**src/rtl/ram_arbiter_pkg.sv**
```systemverilog
// Shared types and default widths for the data-RAM arbiter.
package ram_arbiter_pkg;

  typedef enum logic {
    OWNER_CPU = 1'b0,
    OWNER_IO  = 1'b1
  } owner_t;

  localparam int ADDR_W = 10;
  localparam int DATA_W = 32;

endpackage

```
**src/rtl/rr_arbiter2.sv**
```systemverilog
// Two-way grant logic: bit 0 = CPU, bit 1 = loader. Defining
// RAM_ARBITER_CPU_PRIORITY_EN makes the CPU win every tie.
module rr_arbiter2 (
  input  logic                    [1:0] req,
  input  ram_arbiter_pkg::owner_t       last_grant,
  output logic                    [1:0] grant
);
  import ram_arbiter_pkg::*;

  // One-hot grant from the current requests and the previous winner.
  always_comb begin
    grant = 2'b00;
    case (req)
      2'b01:   grant = 2'b01;
      2'b10:   grant = 2'b10;
      2'b11: begin
`ifdef RAM_ARBITER_CPU_PRIORITY_EN
        grant = 2'b01;
`else
        if (last_grant == OWNER_IO) begin
          grant = 2'b01;
        end else begin
          grant = 2'b10;
        end
`endif
      end
      default: grant = 2'b00;
    endcase
  end

endmodule

```
**src/rtl/ram_arbiter.sv**
```systemverilog
// Shares the single synchronous data-RAM port between the CPU MEM stage and
// the UART loader. Optional macro: RAM_ARBITER_CPU_PRIORITY_EN.
module ram_arbiter #(
  parameter int ADDR_W = ram_arbiter_pkg::ADDR_W,
  parameter int DATA_W = ram_arbiter_pkg::DATA_W
) (
  input  logic              clk,
  input  logic              reset_n,
  input  logic              cpu_req,
  input  logic              cpu_we,
  input  logic [ADDR_W-1:0] cpu_addr,
  input  logic [DATA_W-1:0] cpu_wdata,
  output logic              cpu_ready,
  output logic              cpu_rvalid,
  output logic [DATA_W-1:0] cpu_rdata,
  input  logic              io_req,
  input  logic              io_we,
  input  logic [ADDR_W-1:0] io_addr,
  input  logic [DATA_W-1:0] io_wdata,
  output logic              io_ready,
  output logic              io_rvalid,
  output logic [DATA_W-1:0] io_rdata,
  output logic [ADDR_W-1:0] ram_address,
  output logic [DATA_W-1:0] ram_write_data,
  output logic              ram_wren,
  input  logic [DATA_W-1:0] ram_data
);
  import ram_arbiter_pkg::*;

  logic [1:0]        req_s;
  logic [1:0]        grant_s;
  owner_t            last_grant_q, last_grant_d;
  owner_t            pend_owner_q, pend_owner_d;
  logic              pend_valid_q, pend_valid_d;
  logic [ADDR_W-1:0] addr_q, addr_d;

  // Requests are masked while reset is held so every output reads 0.
  assign req_s = {io_req & reset_n, cpu_req & reset_n};

  rr_arbiter2 u_arb (
    .req        (req_s),
    .last_grant (last_grant_q),
    .grant      (grant_s)
  );

  // Drive the RAM from the winner and compute next arbitration state.
  always_comb begin
    last_grant_d   = last_grant_q;
    pend_owner_d   = pend_owner_q;
    pend_valid_d   = 1'b0;
    addr_d         = addr_q;
    ram_write_data = {DATA_W{1'b0}};
    ram_wren       = 1'b0;
    if (grant_s[0]) begin
      addr_d         = cpu_addr;
      ram_write_data = cpu_wdata;
      ram_wren       = cpu_we;
      last_grant_d   = OWNER_CPU;
      pend_valid_d   = ~cpu_we;
      pend_owner_d   = OWNER_CPU;
    end else if (grant_s[1]) begin
      addr_d         = io_addr;
      ram_write_data = io_wdata;
      ram_wren       = io_we;
      last_grant_d   = OWNER_IO;
      pend_valid_d   = ~io_we;
      pend_owner_d   = OWNER_IO;
    end else begin
      addr_d = addr_q;
    end
  end

  assign ram_address = addr_d;
  assign cpu_ready   = grant_s[0];
  assign io_ready    = grant_s[1];

  // Read return: the RAM answers one cycle after the address, routed to its owner.
  assign cpu_rvalid = pend_valid_q & (pend_owner_q == OWNER_CPU);
  assign io_rvalid  = pend_valid_q & (pend_owner_q == OWNER_IO);
  assign cpu_rdata  = cpu_rvalid ? ram_data : {DATA_W{1'b0}};
  assign io_rdata   = io_rvalid  ? ram_data : {DATA_W{1'b0}};

  // Arbitration state; last_grant resets to the loader so the CPU wins the first tie.
  always_ff @(posedge clk or negedge reset_n) begin
    if (!reset_n) begin
      last_grant_q <= OWNER_IO;
      pend_owner_q <= OWNER_CPU;
      pend_valid_q <= 1'b0;
      addr_q       <= {ADDR_W{1'b0}};
    end else begin
      last_grant_q <= last_grant_d;
      pend_owner_q <= pend_owner_d;
      pend_valid_q <= pend_valid_d;
      addr_q       <= addr_d;
    end
  end

endmodule

```
**config.mk**
```make
export PLATFORM = sky130hd
export DESIGN_NAME = ram_arbiter
export DESIGN_NICKNAME = d
export VERILOG_FILES = /design/src/rtl/ram_arbiter_pkg.sv /design/src/rtl/rr_arbiter2.sv /design/src/rtl/ram_arbiter.sv
export SDC_FILE = /design/constraint.sdc
export NUM_CORES = 1
export LEC_CHECK = 0
export CAP_MARGIN = 5
export CORE_AREA = 2 2 91 93
export DETAILED_ROUTE_END_ITERATION = 7
export DIE_AREA = 0 0 93 95
export PLACE_DENSITY = 0.7
export SETUP_SLACK_MARGIN = 0.4
export SYNTH_ARGS = -nofsm -noshare
export SYNTH_HDL_FRONTEND = slang
export SYNTH_SLANG_ARGS = --single-unit
```
**constraint.sdc**
```tcl
create_clock -name clk -period 2.95 [get_ports clk]
set_input_delay 0.59 -clock clk [delete_from_list [all_inputs] [get_ports clk]]
set_output_delay 0.59 -clock clk [all_outputs]
set_load 0.02 [all_outputs]
```
# Yosys cells after proc, flatten, opt, wreduce, memory -nomap -nowiden
# Index checks and enable logic that the tools add are counted.
# word_totals
register_bits	13
word_cells	29
# classes
n_eq_ne	3
mux	14
n_bitwise	7
n_reduce_logical	1
# op_table
operator	n
$mux 32	4
$mux 10	2
$mux 1	6
$pmux 2 s3	1
$and 1x1->1	4
$eq 2x2->1 const B	2
$not 1->1	3
$eq 2x1->1 const B	1
$mux 2	1
$reduce_bool 2->1	1

# Logic depth before layout (Yosys ltp)
# depth
ltp_word	5
mapped_depth	5
depth_no_buf	4

# By module
# From an unflattened synthesis, not the netlist that was laid out.
# unflattened
cells_unflattened	175
area_unflattened_um2	1413.9
# by_module_without_submodules
mod	n_inst	cells_each	area_per_inst_um2
ram_arbiter	1	172	1395.1
rr_arbiter2	1	3	18.8

# Least setup slack after synthesis
# Ideal clock, no wire load.
# synth_timing
kind	in2out
startpoint	in io_req
endpoint	out ram_address[0]
arrival_ns	1.555
required_time_ns	2.360
slack_ns	0.805
stages	4
cell_sequence	nor2b_2 > or2_4 > buf_2 > a31oi_1
# synth_via
elab_chain_len	5
elab_cells_between_ends	7
# synth_rtl
element	line	source
from (decl)	ram_arbiter.sv:16	input logic io_req,
$and 1x1->1 (*)	ram_arbiter.sv:38	assign req_s = {io_req & reset_n, cpu_req & reset_n};
$eq 2x2->1 / $eq 2x1->1 (equally long branches)	rr_arbiter2.sv:13	case (req)
$pmux 2 s3 (*)	rr_arbiter2.sv:13	
$mux 10	ram_arbiter.sv:61	end else if (grant_s[1]) begin
$mux 10 (*)	ram_arbiter.sv:54	if (grant_s[0]) begin
to (decl)	ram_arbiter.sv:23	output logic [ADDR_W-1:0] ram_address,
# Every way passes the cells marked *; elsewhere a longest branch is shown, timed or not.

# Worst setup path after layout
# layout_timing
startpoint	in ram_data[24]
endpoint	out io_rdata[24]
# layout_via
elab_chain_len	1
# layout_rtl
element	line	source
from (decl)	ram_arbiter.sv:26	input logic [DATA_W-1:0] ram_data
$mux 32	ram_arbiter.sv:81	assign io_rdata = io_rvalid ? ram_data : {DATA_W{1'b0}};
to (decl)	ram_arbiter.sv:22	output logic [DATA_W-1:0] io_rdata,
# No other way between the ends.

==> metrics.md <==
| Metric | Value |
|---|---|
| Crit path required time | 2.36 ns |
| Clock root cell | clkbuf_8 |
| Number of setup violations in the final report | 0 |
| # Max-Cap Violations | 0 |
| Critical path endpoint category | primary output |
| Final min period | 2.45 ns |
| Largest net degree at the start of global routing | 35 |
| Ant diodes | 0 |
| # clock sinks | 13 |
| Switching part of the total power | 38.2% |
| Maximum vdd drop | 0.000235 V |
| Row cnt | 33 |
| Antenna-violating nets left | 0 |
| Synthesized flop and latch total | 13 |
| Synth Area in Compound Gates | ~28% |
| Routability cong. | ~0.77 |
| Nets | approximately 550 |
| HPWL Detailed | just under 7000 um |
| Final WL | 8620 um |
| Pwr/cell area | 287 nW/um^2 |
| Mux contribution to synthesized area | 0% |
| Unique masters post-synth | 23 |
| Simple-Gate Fraction of Synth Area | 40.3% |
| Crit Path Category | primary input to primary output |
| WL/cell | about 16 um |
| Crit path max fanout | 2 |
| Io pins | 233 |
| Final Hold Viols | 0 |
| Outcome | complete, no violations |
| Psw | 434 uW |
| Total Power | 1140 uW |
| Critical Path Source Type | primary input |
| Most common cell after layout, fill and taps aside | clkdlybuf4s50_1 |
| PortBufs | 232 |
| Max Root-Sink Buffers | 2 |
| Syn Area/Cell | 7.76 um^2 |
| Adder-cell area share of the yosys netlist | 0% |
| Worst-path clk slew | 0.05 ns |
| 1st-iter DRT viols | 56 |
| First-pass GRT wire length | 12,300 um |
| Post-CTS setup buffer count | 0 |
| Synth Area in XOR/XNOR | 0% |
| Vias in the first global route | 2,344 |
| Worst rel slew slack | between 70% and 80% |
| Final Skew | about 0.0026 ns |
| RSZ-0062 raised after global routing | false |
| CORE AREA | ~7900 um^2 |
| Slew @ Worst Pin | between 0.3 and 0.4 ns |
| DR vias | 2,399 |
| Yosys warns | 0 |
| Synth Instances | ~190 |
| Post-synthesis instance area | 1470 um^2 |
| Post-route DRC | 0 |
| Remaining global-route overflow | 0 |
| Antenna violations before repair | 0 |
| Die width | approximately 93 um |
| Gr usage total | 17.5% |
| Worst EP arrival | 1.86 ns |
| Comb power frac | 65.7% |
| HP Class | primary input to asynchronous set/reset pin |
| Period utilization | 83.0% |
| Final worst slack | roughly 0.50 ns |
| Clock share of power | about 14% |
| Die H | ~95 um |
| Register share of total power | 20.1% |
| Syn Nets | 311 |
| Initial core utilization | between 10% and 20% |
| Vias per std cell | 4.53 |
| Iteration count of the initial detailed-routing pass | 4 |
| Pre-CTS setup slack | -0.158 ns |
| CTS buffer count | 3 |
| Leakage power | roughly 0.0017 uW |
| Worst-Skew Late Latency | 0.25 ns |
| Largest family of logic cells by synthesized area | simple AND/OR/NAND/NOR gates |
| Post-synthesis sequential area ratio | 22.3% |
| Slew Limit Fails | 0 |
| CTS tree | yes |
| Max frequency | 408 MHz |
| Htree depth | 1 |
| Internal Power | 704 uW |
| Commonest non-fill, non-tap cells in the layout | 184 x clkdlybuf4s50_1, 34 x and2_1, 33 x a22o_1 |
| Die ar. | 8840 um^2 |
| Area growth syn-to-layout | 170% |
| Proportion of layout cells with a drive suffix above 1 | 19.3% |
[critical path, stage by stage]
cell and delay (ns):
clkdlybuf4s50_1 0.48, and3_1 0.18, clkdlybuf4s50_1 0.61
[synth_stat cells (all sizes together)]
library cell,number,area [um^2]
o21ai,11,55.1
nor3b,2,15.0
o21a,1,7.51
dfrtp,12,300
nand2,4,15.0
dfstp,1,26.3
nor2,3,13.8
nor2b,1,8.76
and3,32,200
a22o,33,289
nand3,10,50.1
buf,10,87.6
clkbuf,11,41.3
inv,1,6.26
a31oi,10,62.6
and2,35,221
and2b,1,7.51
or2,1,8.76
nor3,10,50.1
[stage by stage]
step | util [%] | std cells | instance area, um^2 | hold slack [ns] | setup TNS (ns)
floorplan | - | 189 | 1470 | 0.294 | 0
CTS | 50.0 | 529 | 3960 | 0.452 | 0
finish | 50.0 | 529 | 3970 | 0.467 | 0
global route | 50.0 | 529 | 3970 | 0.504 | 0
global placement | 50.8 | 525 | 4030 | 0.508 | -3.64
detailed placement | 50.8 | 525 | 4030 | 0.514 | -4.48
[layer usage]
metal  global-route usage, %  vias to the layer above  part of all wire, %
met5                       0                        -                    0
met4                    3.55                        0                 0.91
met3                    4.31                        9                  8.7
met2                    31.6                      124                   51
met1                    21.0                     1091                   40
li1                        -                     1175                    -
[worst paths after layout]
path,to,startpoint,slack (ns),cells past startpoint
worst max-delay path,io_rdata[24],ram_data[24],0.50,3
worst min-delay path,addr_q[9],reset_n,0.47,2
worst max register to register,addr_q[9],last_grant_q,1.54,5
worst min register to register,last_grant_q,last_grant_q,0.52,2
max in group asynchronous,last_grant_q,reset_n,2.22,2
min in group clk,last_grant_q,last_grant_q,0.52,2
[cells by family after synthesis]
logic type	after synthesis
and+or+nand+nor	99
AOI/OAI and AO/OA	55
DFF	13
buffers and inverters	22
[area by class of cell]
type / count / area [um^2]
Sequential cell: 13 / 327
Fill cell: 785 / 3960
Clock buffer: 4 / 45.0
Timing Repair Buffer: 252 / 2380
Inverter: 1 / 6.26
Multi-Input combinational cell: 154 / 1080
Tap cell: 105 / 131
[sequential cells by signal, summed over array words and instances, names as in the netlist]
signal and flops:
addr_q 10, last_grant_q 1, pend_owner_q 1, pend_valid_q 1
[power by group through the flow]
stage	Clock, uW	Combinational [uW]	Sequential, uW
global route	173	793	230
detailed placement	0	764	232
floorplan	0	316	229
finish	162	747	228
global placement	0	759	228
CTS	167	747	229
[what timing repair did]
item,4_1_cts,5_1_grt
gates resized for setup,214,1
hold buffers,0,0
hold endpoints to repair,0,0
cloned,0,0
endpoints found under the setup margin,45,15
pin swaps,0,0
Power figures use the tool's default switching activity.
